`config.mk`:
```
export PLATFORM = sky130hd
export DESIGN_NAME = uart_rx_flat
export DESIGN_NICKNAME = d
export VERILOG_FILES = /design/src/rtl/uart_rx_if.sv /design/src/rtl/uart_rx.sv /design/src/flat_wrapper.sv
export SDC_FILE = /design/constraint.sdc
export NUM_CORES = 1
export LEC_CHECK = 0
export CORE_MARGIN = 8
export CORE_UTILIZATION = 40
export CTS_BUF_LIST = sky130_fd_sc_hd__clkbuf_2
export DETAILED_ROUTE_END_ITERATION = 12
export GPL_TIMING_DRIVEN = 0
export PLACE_DENSITY = 0.66
export SYNTH_ARGS = -nofsm -noshare
export SYNTH_HDL_FRONTEND = slang
export SYNTH_SLANG_ARGS = --single-unit
export TNS_END_PERCENT = 100
```
`constraint.sdc`:
```
create_clock -name sys_clk -period 2.5 [get_ports sys_clk]
set_clock_uncertainty 0.2 [all_clocks]
set_input_delay 0.25 -clock sys_clk [delete_from_list [all_inputs] [get_ports sys_clk]]
set_output_delay 0.25 -clock sys_clk [all_outputs]
set_load 0.02 [all_outputs]
```
`src/rtl/uart_rx_if.sv`:
```
// Serial-receive bundle between the baud source / line and the UART receiver.
// The receiver takes the slave view; whatever drives the line and the tick
// strobe (and consumes the received bytes) takes the master view.
interface uart_rx_if #(
    parameter int DATA_BITS = 8
);
    logic                 baud_tick;
    logic                 rx;
    logic [DATA_BITS-1:0] rx_data;
    logic                 rx_valid;
    logic                 frame_err;
    logic                 busy;

    modport slave (
        input  baud_tick,
        input  rx,
        output rx_data,
        output rx_valid,
        output frame_err,
        output busy
    );

    modport master (
        output baud_tick,
        output rx,
        input  rx_data,
        input  rx_valid,
        input  frame_err,
        input  busy
    );
endinterface

```
`src/rtl/uart_rx.sv`:
```
// Oversampling 8N1 UART receiver. The asynchronous rx line is synchronised,
// each bit is sampled at its centre using OVERSAMPLE baud ticks per bit, and
// every completed frame produces either a one-cycle rx_valid pulse with the
// byte on rx_data, or a one-cycle frame_err pulse when the stop bit is low.
module uart_rx #(
    parameter int DATA_BITS  = 8,
    parameter int OVERSAMPLE = 16
) (
    input  logic      sys_clk,
    input  logic      reset,
    uart_rx_if.slave  bus
);

    localparam int TW = (OVERSAMPLE > 1) ? $clog2(OVERSAMPLE) : 1;
    localparam int BW = (DATA_BITS  > 1) ? $clog2(DATA_BITS)  : 1;

    localparam logic [TW-1:0] TICK_MID  = TW'(OVERSAMPLE / 2 - 1);
    localparam logic [TW-1:0] TICK_LAST = TW'(OVERSAMPLE - 1);
    localparam logic [BW-1:0] BIT_LAST  = BW'(DATA_BITS - 1);

    typedef enum logic [2:0] {
        S_IDLE,
        S_START,
        S_DATA,
        S_STOP,
        S_BREAK
    } state_t;

    state_t               state_q,     state_d;
    logic                 sync1_q,     sync1_d;
    logic                 rx_s_q,      rx_s_d;
    logic [TW-1:0]        tick_cnt_q,  tick_cnt_d;
    logic [BW-1:0]        bit_cnt_q,   bit_cnt_d;
    logic [DATA_BITS-1:0] shift_q,     shift_d;
    logic [DATA_BITS-1:0] rx_data_q,   rx_data_d;
    logic                 rx_valid_q,  rx_valid_d;
    logic                 frame_err_q, frame_err_d;
    logic                 busy_q,      busy_d;

    // Next-state logic: synchroniser, frame FSM, counters and output pulses.
    always_comb begin
        state_d     = state_q;
        sync1_d     = bus.rx;
        rx_s_d      = sync1_q;
        tick_cnt_d  = tick_cnt_q;
        bit_cnt_d   = bit_cnt_q;
        shift_d     = shift_q;
        rx_data_d   = rx_data_q;
        rx_valid_d  = 1'b0;
        frame_err_d = 1'b0;

        case (state_q)
            S_IDLE: begin
                // A falling edge starts a frame without waiting for a tick,
                // so frames may follow each other with no idle gap.
                tick_cnt_d = '0;
                if (!rx_s_q) begin
                    state_d = S_START;
                end
            end

            S_START: begin
                if (bus.baud_tick) begin
                    if (tick_cnt_q == TICK_MID) begin
                        // Start-bit centre: still low means a real start bit,
                        // high means it was only a glitch.
                        if (!rx_s_q) begin
                            tick_cnt_d = '0;
                            bit_cnt_d  = '0;
                            state_d    = S_DATA;
                        end else begin
                            state_d = S_IDLE;
                        end
                    end else begin
                        tick_cnt_d = tick_cnt_q + 1'b1;
                    end
                end
            end

            S_DATA: begin
                if (bus.baud_tick) begin
                    if (tick_cnt_q == TICK_LAST) begin
                        // Right shift so LSB-first bits end up in order.
                        shift_d    = {rx_s_q, shift_q[DATA_BITS-1:1]};
                        tick_cnt_d = '0;
                        if (bit_cnt_q == BIT_LAST) begin
                            state_d = S_STOP;
                        end else begin
                            bit_cnt_d = bit_cnt_q + 1'b1;
                        end
                    end else begin
                        tick_cnt_d = tick_cnt_q + 1'b1;
                    end
                end
            end

            S_STOP: begin
                if (bus.baud_tick) begin
                    if (tick_cnt_q == TICK_LAST) begin
                        tick_cnt_d = '0;
                        if (rx_s_q) begin
                            rx_data_d  = shift_q;
                            rx_valid_d = 1'b1;
                            state_d    = S_IDLE;
                        end else begin
                            // Keep the previous byte; wait out the low line.
                            frame_err_d = 1'b1;
                            state_d     = S_BREAK;
                        end
                    end else begin
                        tick_cnt_d = tick_cnt_q + 1'b1;
                    end
                end
            end

            S_BREAK: begin
                // A line held low must not decode as a stream of frames.
                tick_cnt_d = '0;
                if (rx_s_q) begin
                    state_d = S_IDLE;
                end
            end

            default: begin
                tick_cnt_d = '0;
                state_d    = S_IDLE;
            end
        endcase

        busy_d = (state_d != S_IDLE);
    end

    // State and registered outputs; reset drops any partial frame at once.
    always_ff @(posedge sys_clk or posedge reset) begin
        if (reset) begin
            state_q     <= S_IDLE;
            sync1_q     <= 1'b1;
            rx_s_q      <= 1'b1;
            tick_cnt_q  <= '0;
            bit_cnt_q   <= '0;
            shift_q     <= '0;
            rx_data_q   <= '0;
            rx_valid_q  <= 1'b0;
            frame_err_q <= 1'b0;
            busy_q      <= 1'b0;
        end else begin
            state_q     <= state_d;
            sync1_q     <= sync1_d;
            rx_s_q      <= rx_s_d;
            tick_cnt_q  <= tick_cnt_d;
            bit_cnt_q   <= bit_cnt_d;
            shift_q     <= shift_d;
            rx_data_q   <= rx_data_d;
            rx_valid_q  <= rx_valid_d;
            frame_err_q <= frame_err_d;
            busy_q      <= busy_d;
        end
    end

    assign bus.rx_data   = rx_data_q;
    assign bus.rx_valid  = rx_valid_q;
    assign bus.frame_err = frame_err_q;
    assign bus.busy      = busy_q;

endmodule
```
`src/flat_wrapper.sv`:
```
// flat-port wrapper written by rule: the top's interface ports become plain ports
module uart_rx_flat 
#(
    parameter int DATA_BITS  = 8,
    parameter int OVERSAMPLE = 16
)
  (sys_clk, reset, bus_baud_tick, bus_rx, bus_rx_data, bus_rx_valid, bus_frame_err, bus_busy);
  uart_rx_if #(.DATA_BITS(DATA_BITS)) bus_i ();
  input  logic sys_clk;
  input  logic reset;
  input wire logic [$bits(bus_i.baud_tick)-1:0] bus_baud_tick;
  input wire logic [$bits(bus_i.rx)-1:0] bus_rx;
  output wire logic [$bits(bus_i.rx_data)-1:0] bus_rx_data;
  output wire logic [$bits(bus_i.rx_valid)-1:0] bus_rx_valid;
  output wire logic [$bits(bus_i.frame_err)-1:0] bus_frame_err;
  output wire logic [$bits(bus_i.busy)-1:0] bus_busy;
  assign bus_i.baud_tick = bus_baud_tick;
  assign bus_i.rx = bus_rx;
  assign bus_rx_data = bus_i.rx_data;
  assign bus_rx_valid = bus_i.rx_valid;
  assign bus_frame_err = bus_i.frame_err;
  assign bus_busy = bus_i.busy;
  uart_rx #(.DATA_BITS(DATA_BITS), .OVERSAMPLE(OVERSAMPLE)) u_core (.sys_clk(sys_clk), .reset(reset), .bus(bus_i));
endmodule
```
# Word level (Yosys, flattened, before mapping)
# Cells that the tools add are included.
totals:
  ff_bits: 31
  inputBits: 4
  out_inout_bits: 11
  elab_cells: 68
op_classes:
  n_addsub: 2
  n_eq_ne: 15
  mux: 33
  n_reduce_logical: 8
op_table:
  columns: ["cell", "n"]
  rows:
  - ["two-way mux 3 bit", 16]
  - ["two-way mux 4 bit", 5]
  - ["case mux 3 bit (5 select lines)", 1]
  - ["two-way mux 1 bit", 8]
  - ["inequality test 2 bit, second input constant", 4]
  - ["case mux 4 bit (2 select lines)", 1]
  - ["AND reduction 7 bit", 1]
  - ["== test 3 x 2 -> 1 bit, second input constant", 2]
  - ["== test 3 bit, second input constant", 2]
  - ["inequality test 2 x 1 -> 1 bit, second input constant", 3]
  - ["case mux 3 bit (2 select lines)", 1]
  - ["AND reduction 3 bit", 2]
  - ["adder 4 x 1 -> 4 bit, second input constant", 1]
  - ["== test 4 x 3 -> 1 bit, second input constant", 1]
  - ["== test 4 bit, second input constant", 1]
  - ["AND reduction 4 bit", 1]
  - ["adder 3 x 1 -> 3 bit, second input constant", 1]
  - ["== test 3 x 1 -> 1 bit, second input constant", 1]
  - ["zero test 3 bit", 1]
  - ["inequality test 3 bit, second input constant", 1]
  - ["nonzero test 3 bit", 1]
  - ["two-way mux 2 bit", 1]
  - ["nonzero test 2 bit", 1]
  - ["OR reduction 2 bit", 1]

# Logic depth before layout (Yosys ltp)
# Gate-level depths: netlist of run 1.
depth:
  word_depth: 6
  ltp_mapped: 5
  mapped_depth_nobuf: 5

# Worst setup path after synthesis of run 1
# Ideal clock, no wire load.
synth_timing:
  path_kind: "reg-to-reg"
  start: "register u_core.tick_cnt_q[0]"
  end: "register u_core.rx_data_q[0] (netlist: u_core.bus.rx_data[0])"
  setup_time_ns: 0.125
  arrival_ns: 1.597
  t_required_ns: 2.175
  slack_ns: 0.579
  path_stages_with_launch: 5
  path_buffers: 0
  period_less_slack_ns: 1.921
  cell_sequence: "dfrtp_1 -> ha_1 -> nand4_2 -> nor4_4 -> mux2_2"
synth_via:
  elab_chain_cells: 2
synth_lines:
  columns: ["element", "line", "source"]
  rows:
  - ["start: declaration", "uart_rx.sv:32", "logic [TW-1:0] tick_cnt_q, tick_cnt_d;"]
  - ["start signal: assignment", "uart_rx.sv:150", "tick_cnt_q <= tick_cnt_d;"]
  - ["== test 4 bit", "uart_rx.sv:99", "if (tick_cnt_q == TICK_LAST) begin"]
  - ["AND reduction 4 bit (no line)", null, null]
  - ["end signal: assignment", "uart_rx.sv:153", "rx_data_q <= rx_data_d;"]
  - ["end: declaration", "uart_rx.sv:35", "logic [DATA_BITS-1:0] rx_data_q, rx_data_d;"]
# No other way between the ends.
# A chain may end at the register's enable or synchronous reset.

# Final worst setup path of run 1
layout_timing:
  start: "register u_core.tick_cnt_q[1]"
  end: "register u_core.rx_data_q[5] (netlist: u_core.bus.rx_data[5])"
# The elaborated chain is that of the path after synthesis.

==> results of run 1 <==
-- synth_stat cells, drive strengths merged, types with 2 or more instances --
| master | instances |
|---|---|
| clkbuf | 2 |
| buf | 5 |
| or3b | 2 |
| o211ai | 3 |
| a21oi | 2 |
| mux2i | 4 |
| nand2 | 5 |
| and3 | 2 |
| nand3 | 3 |
| dfstp | 2 |
| mux2 | 17 |
| nor2 | 3 |
| inv | 8 |
| o21ai | 5 |
| ha | 3 |
| a211oi | 3 |
| nand4 | 4 |
| dfrtp | 29 |
-- worst max-delay path: stages, from the launching register on --
cell and delay, ns:
dfrtp_1 0.44, ha_1 0.34, nand4_2 0.18, nor4_4 0.57
mux2_2 0.41
-- per-layer routing --
metal	vias up	GRT usage (%)	wire length, µm
li1	471	-	-
met2	21	15.9	1340
met3	5	3.66	126
met5	-	0	0
met1	501	11.4	1170
met4	0	4.04	29
-- where the power goes --
| part | total [W] | internal (W) | switching (W) |
|---|---|---|---|
| Combinational | 0.000464 | 0.000184 | 0.000280 |
| Clock | 0.000335 | 0.000165 | 0.000170 |
| Sequential | 0.000630 | 0.000574 | 0.0000559 |
-- placed cells by master (no fill, tap or decap), drive strengths merged, types with 3 or more instances in the layout --
cell type / n
clkbuf: 7
ha: 3
nand2: 5
o21ai: 5
inv: 8
dfrtp: 29
clkdlybuf4s50: 13
buf: 5
a211oi: 3
nand4: 4
o211ai: 3
mux2: 17
nand3: 3
nor2: 3
mux2i: 4
-- flip-flops by register name, indices dropped and copies added (netlist names) --
| name | flops |
|---|---|
| u_core.bit_cnt_q | 3 |
| u_core.bus.busy | 1 |
| u_core.bus.frame_err | 1 |
| u_core.bus.rx_data | 8 |
| u_core.bus.rx_valid | 1 |
| u_core.rx_s_d | 1 |
| u_core.rx_s_q | 1 |
| u_core.shift_q | 8 |
| u_core.state_q | 3 |
| u_core.tick_cnt_q | 4 |
-- final cells by class --
class / count / area [µm²] / share of cell area, %
buffer: 7 / 35.0 / 2.04
tap: 48 / 60.1 / 3.50
inverter: 8 / 30.0 / 1.75
timing repair buffer: 13 / 130 / 7.58
sequential: 31 / 778 / 45.3
clock buffer: 5 / 25.0 / 1.46
multi-input combinational: 73 / 619 / 36.1
clock inverter: 3 / 38.8 / 2.26
-- kinds of logic after synthesis --
group	after synthesis
xor gates and xnor gates	1
muxes	21
adders and majority gates	3
buffers and inverters	15
DFF	31
and+or+nand+nor	27
AOI/OAI and AO/OA	21
-- worst paths after layout --
path / to / from / depth (start not counted)
setup reg to reg: u_core.bus.rx_data[5] / u_core.tick_cnt_q[1] / 4
max in group asynchronous: u_core.shift_q[7] / reset / 2
hold / removal: u_core.tick_cnt_q[2] / bus_baud_tick / 3
setup / recovery: u_core.bus.rx_data[5] / u_core.tick_cnt_q[1] / 4
hold reg to reg: u_core.rx_s_q / u_core.rx_s_d / 0
min in group asynchronous: u_core.bus.rx_data[3] / reset / 2
-- metrics by stage --
| step | total power (W) | utilization, % | setup WS [ns] |
|---|---|---|---|
| finish | 0.00143 | 48.0 | 0.247 |
| global route | 0.00152 | 48.0 | 0.163 |
| CTS | 0.00144 | 48.0 | 0.251 |
| detailed placement | 0.00110 | 46.2 | 0.295 |
| global placement | 0.00106 | 46.2 | 0.360 |
| floorplan | 0.000984 | - | 0.579 |
==> metrics.md, run 1 <==
| Metric | Value |
|---|---|
| Drt pass-1 iters | 4 |
| Max-slew violation count | 0 |
| Die W | 76.5 µm |
| Dpl cells | 180 |
| CTS tree | built |
| Total GRT Usage | 9.82% |
| Clock sinks | 31 |
| Ys async rst share | 100% |
| Final period util | 90.1% |
| Post-synthesis mux area share | 15.8% |
| Antenna diodes | 0 |
| PwrDens | 832 mW/mm² |
| Worst Path Max Fanout | 9 |
| Vias in the first global route | 1,033 |
| Max transition margin | 22.7% |
| Final ANT Viol Nets | 0 |
| Post-CTS setup buffers | 0 |
| Worst Path Arrival | 2.27 ns |
| Final nets | 146 |
| Largest net degree at the start of global routing | 32 |
| Hold_buf cts | 0 |
| Status | finished clean |
| Post-CTS Resized | 0 |
| Initial Util | 40.9% |
| Simple-Gate Fraction of Synth Area | 13.1% |
| Synth area leaders | dfrtp_1 50%, mux2_2 13%, dfstp_2 3.6% |
| RSZ-0062 raised after global routing | no |
| Top cell type's share of synthesized area | 49.6% |
| Share of cells above drive strength 1 | 27.1% |
| Final HPWL DP | 1.90 mm |
| Post-route setup TNS | 0 ns |
| # DRC | 0 |
| Fin cells | 188 |
| Min Tclk post-route | 2.25 ns |
| Class of the worst hold path | primary input to register |
| Filler cell count | 336 |
| Syn nets | 126 |
| Ports | 15 |
| Mapped Cells | 119 |
| Number of synthesized register bits | 31 |
| Worst vdd ir | 446 µV |
| Global-route wire length before repair | 4.81 mm |
| CP endpoint kind | register |
| Core footprint | 0.00358 mm² |
| Synth unique cells | 39 |
| Post-Synth Adder-Cell Area | 2.57% |
| GP Congestion | 0.874 |
| Post-Synth XOR/XNOR Area | 0.599% |
| Grt ovf | 0 |
| Startpoint type of the worst setup path | register |
| Cell Area, Placed | 0.00165 mm² |
| Max-cap violation count | 0 |
| WHS | 0.0773 ns |
| 1st-iter DRT viols | 46 |
| Compound-Gate Fraction of Synth Area | 10.3% |
| Synthesized area | 0.00146 mm² |
| Syn-to-layout area delta | 17.4% |
| DR WL/cell | 14.2 µm |
| Clock buffer depth | 2 |
| Synth area leader | dfrtp_1 |
| CTS Buf Count | 5 |
| P_leak | 0.782 nW |
| Avg Cell Area, Syn | 12.3 µm² |
| Final setup viols | 0 |
| Crit Path Class | register to register |
| DIE AREA | 0.00585 mm² |
| Via density per instance | 5.31 |
| Initial antenna violation count | 0 |
| Post-synth EDFFs | 0 |
| Clk Latency, worst-skew pair | 0.34 ns |
| Final WL | 2.67 mm |
| Clock input transition at the sequential cells of the worst setup and hold paths | 0.17 ns |
| Final hold vios | 0 |
| Number of buffers added on ports | 13 |
| Syn. warnings | 0 |
| H-tree depth | 2 |
| Die Height | 76.5 µm |
| CP required | 2.52 ns |
| FP Rows | 22 |
| Largest family of logic cells by synthesized area | multiplexers |
| Worst slew pin tran | 1.16 ns |
| Register-to-Register Setup Slack | 0.25 ns |
| Fmax | 444 MHz |
| Post-synthesis sequential area ratio | 53.2% |
| Synth Flop Type | dfrtp_1 |
| Final instance area | 0.00172 mm² |
| Clk root buf | clkbuf_2 |
| DR vias | 998 |
(Power assumes the default switching activity.)
==> inputs of run 2 (changes only) <==
--- a/config.mk
+++ b/config.mk
@@ -10,7 +10,6 @@
 export CTS_BUF_LIST = sky130_fd_sc_hd__clkbuf_2
 export DETAILED_ROUTE_END_ITERATION = 12
 export GPL_TIMING_DRIVEN = 0
-export PLACE_DENSITY = 0.66
 export SYNTH_ARGS = -nofsm -noshare
 export SYNTH_HDL_FRONTEND = slang
 export SYNTH_SLANG_ARGS = --single-unit
==> run 2 against run 1 <==
  * Cell area shrank 1.4%
  * Sequential cell count unchanged
  * Combinational power decreased by 3%
  * Core utilization decreased by 0.66 points
  * Non-clock buffer count stayed put
  * Highest routed layer unchanged
  * First-iteration DRC count fell by 41%
  * Critical path depth unchanged
  * Register-to-register slack improved by 0.09 ns
==> metrics.md, run 2 (synthesis gave the netlist of run 1 again) <==
| Metric | Value |
|---|---|
| Worst Path Buf+Inv | 0 |
| Final period util | 86.7% |
| Initial Util | 40.9% |
| FP Rows | 22 |
| CP endpoint kind | register |
| Max-cap violation count | 0 |
| CP required | 2.56 ns |
| Clock buffer depth | 2 |
| H-tree depth | 2 |
| Hold_buf cts | 0 |
| Via density per instance | 5.26 |
| Core footprint | 0.00358 mm² |
| Clk Latency, worst-skew pair | 0.37 ns |
| Drt pass-1 iters | 4 |
| Largest net degree at the start of global routing | 32 |
| Startpoint type of the worst setup path | register |
| Fin util | 47.3% |
| Crit path depth | 4 |
| Clock sinks | 31 |
| Share of cells above drive strength 1 | 26.4% |
| Fin worst setup slack | 0.333 ns |
| CTS tree | built |
| Worst slew pin tran | 1.13 ns |
| Post-route setup TNS | 0 ns |
| Clock input transition at the sequential cells of the worst setup and hold paths | 0.14 ns |
| Antenna diodes | 0 |
| DIE AREA | 0.00585 mm² |
| CTS Buf Count | 5 |
| R2R cell count | 4 |
| Global-route wire length before repair | 4.70 mm |
| Post-CTS setup buffers | 0 |
| DP Worst Slack | 0.288 ns |
| Post-CTS Resized | 0 |
| Vias in the first global route | 1,032 |
| Number of buffers added on ports | 13 |
| Final setup viols | 0 |
| Worst Path Max Fanout | 9 |
| Max-slew violation count | 0 |
| Crit path largest cell delay | 0.55 ns |
| Top delay family on crit path | simple AND/OR/NAND/NOR gates |
| Final WL | 2.63 mm |
| DR WL/cell | 14.0 µm |
| Grt ovf | 0 |
| Final HPWL DP | 1.89 mm |
| PwrDens | 771 mW/mm² |
| Total GRT Usage | 9.95% |
| Worst Path Arrival | 2.23 ns |
| RSZ-0062 raised after global routing | no |
| Final ANT Viol Nets | 0 |
| WHS | 0.0685 ns |
| Class of the worst hold path | primary input to register |
| Ports | 15 |
| Syn-to-layout area delta | 15.7% |
| Worst vdd ir | 338 µV |
| 1st-iter DRT viols | 27 |
| Ordered list of cells on the worst path | ha_1 > nand4_2 > nor4_4 > mux2_2 |
| Initial antenna violation count | 0 |
| Fmax | 461 MHz |
| Crit Path Class | register to register |
| Dpl cells | 180 |
| Final nets | 146 |
| CP max stage cell | nor4_4 |
| Fin cells | 188 |
| Status | finished clean |
| Die Height | 76.5 µm |
| P_leak | 0.766 nW |
| Final hold vios | 0 |
| Commonest non-fill, non-tap cell in the layout | dfrtp_1 |
| DR vias | 988 |
| Min Tclk post-route | 2.17 ns |
| Commonest cells after routing, fill and taps aside | 29 x dfrtp_1, 17 x mux2_2, 13 x clkdlybuf4s50_1, 8 x inv_1 |
| Max transition margin | 24.8% |
| Hold path cells | 3 |
| Die W | 76.5 µm |
| GP Congestion | 0.822 |
| Clk root buf | clkbuf_2 |
| # DRC | 0 |
-- run 2: cell count changes in the layout (fill, tap and decap cells not counted) --
cell / before / now
bufinv_16: 1 / 0
clkinv_1: 1 / 2
clkinv_2: 1 / 0
clkinvlp_4: 0 / 1
-- run 2: power by group --
part | leakage, nW | internal (W) | switching [W]
Clock | 0.0241 | 0.0000622 | 0.000167
Sequential | 0.402 | 0.000574 | 0.0000544
Combinational | 0.340 | 0.000183 | 0.000265
Total | 0.766 | 0.000819 | 0.000487
-- run 2: worst register-to-register path: stages, from the launching register on --
cell,delay [ns]
dfrtp_1,0.42
ha_1,0.32
nand4_2,0.18
nor4_4,0.55
mux2_2,0.40
-- run 2: area by class of cell --
type	instances	area, µm²
flip-flops and latches	31	778
fillers	341	1890
multi-input cells	73	619
clock inverters	3	15.0
clock buffers	5	25.0
repair buffers	13	130
inverters	8	30.0
plain buffers	7	35.0
well taps	48	60.1
-- run 2: routing by layer --
metal	global-route usage (%)	vias up	wire, µm
met5	0	-	0
met4	5.19	0	40
met3	5.31	4	148
met2	15.1	19	1270
met1	11.0	489	1180
li1	-	476	-
-- run 2: worst paths after layout --
| check | from | end | slack [ns] |
|---|---|---|---|
| setup / recovery | u_core.tick_cnt_q[1] | u_core.bus.rx_data[7] | 0.33 |
| hold / removal | bus_baud_tick | u_core.tick_cnt_q[2] | 0.07 |
| setup reg to reg | u_core.tick_cnt_q[1] | u_core.bus.rx_data[7] | 0.33 |
| hold reg to reg | u_core.rx_s_d | u_core.rx_s_q | 0.17 |
| max in group asynchronous | reset | u_core.tick_cnt_q[0] | 1.17 |
| min in group asynchronous | reset | u_core.bus.rx_data[5] | 0.24 |
-- run 2: per-stage QoR --
| step | area (µm²) | power, W |
|---|---|---|
| floorplan | 1460 | 0.000984 |
| global placement | 1650 | 0.00107 |
| detailed placement | 1650 | 0.00109 |
| CTS | 1690 | 0.00133 |
| global route | 1690 | 0.00143 |
| finish | 1690 | 0.00131 |
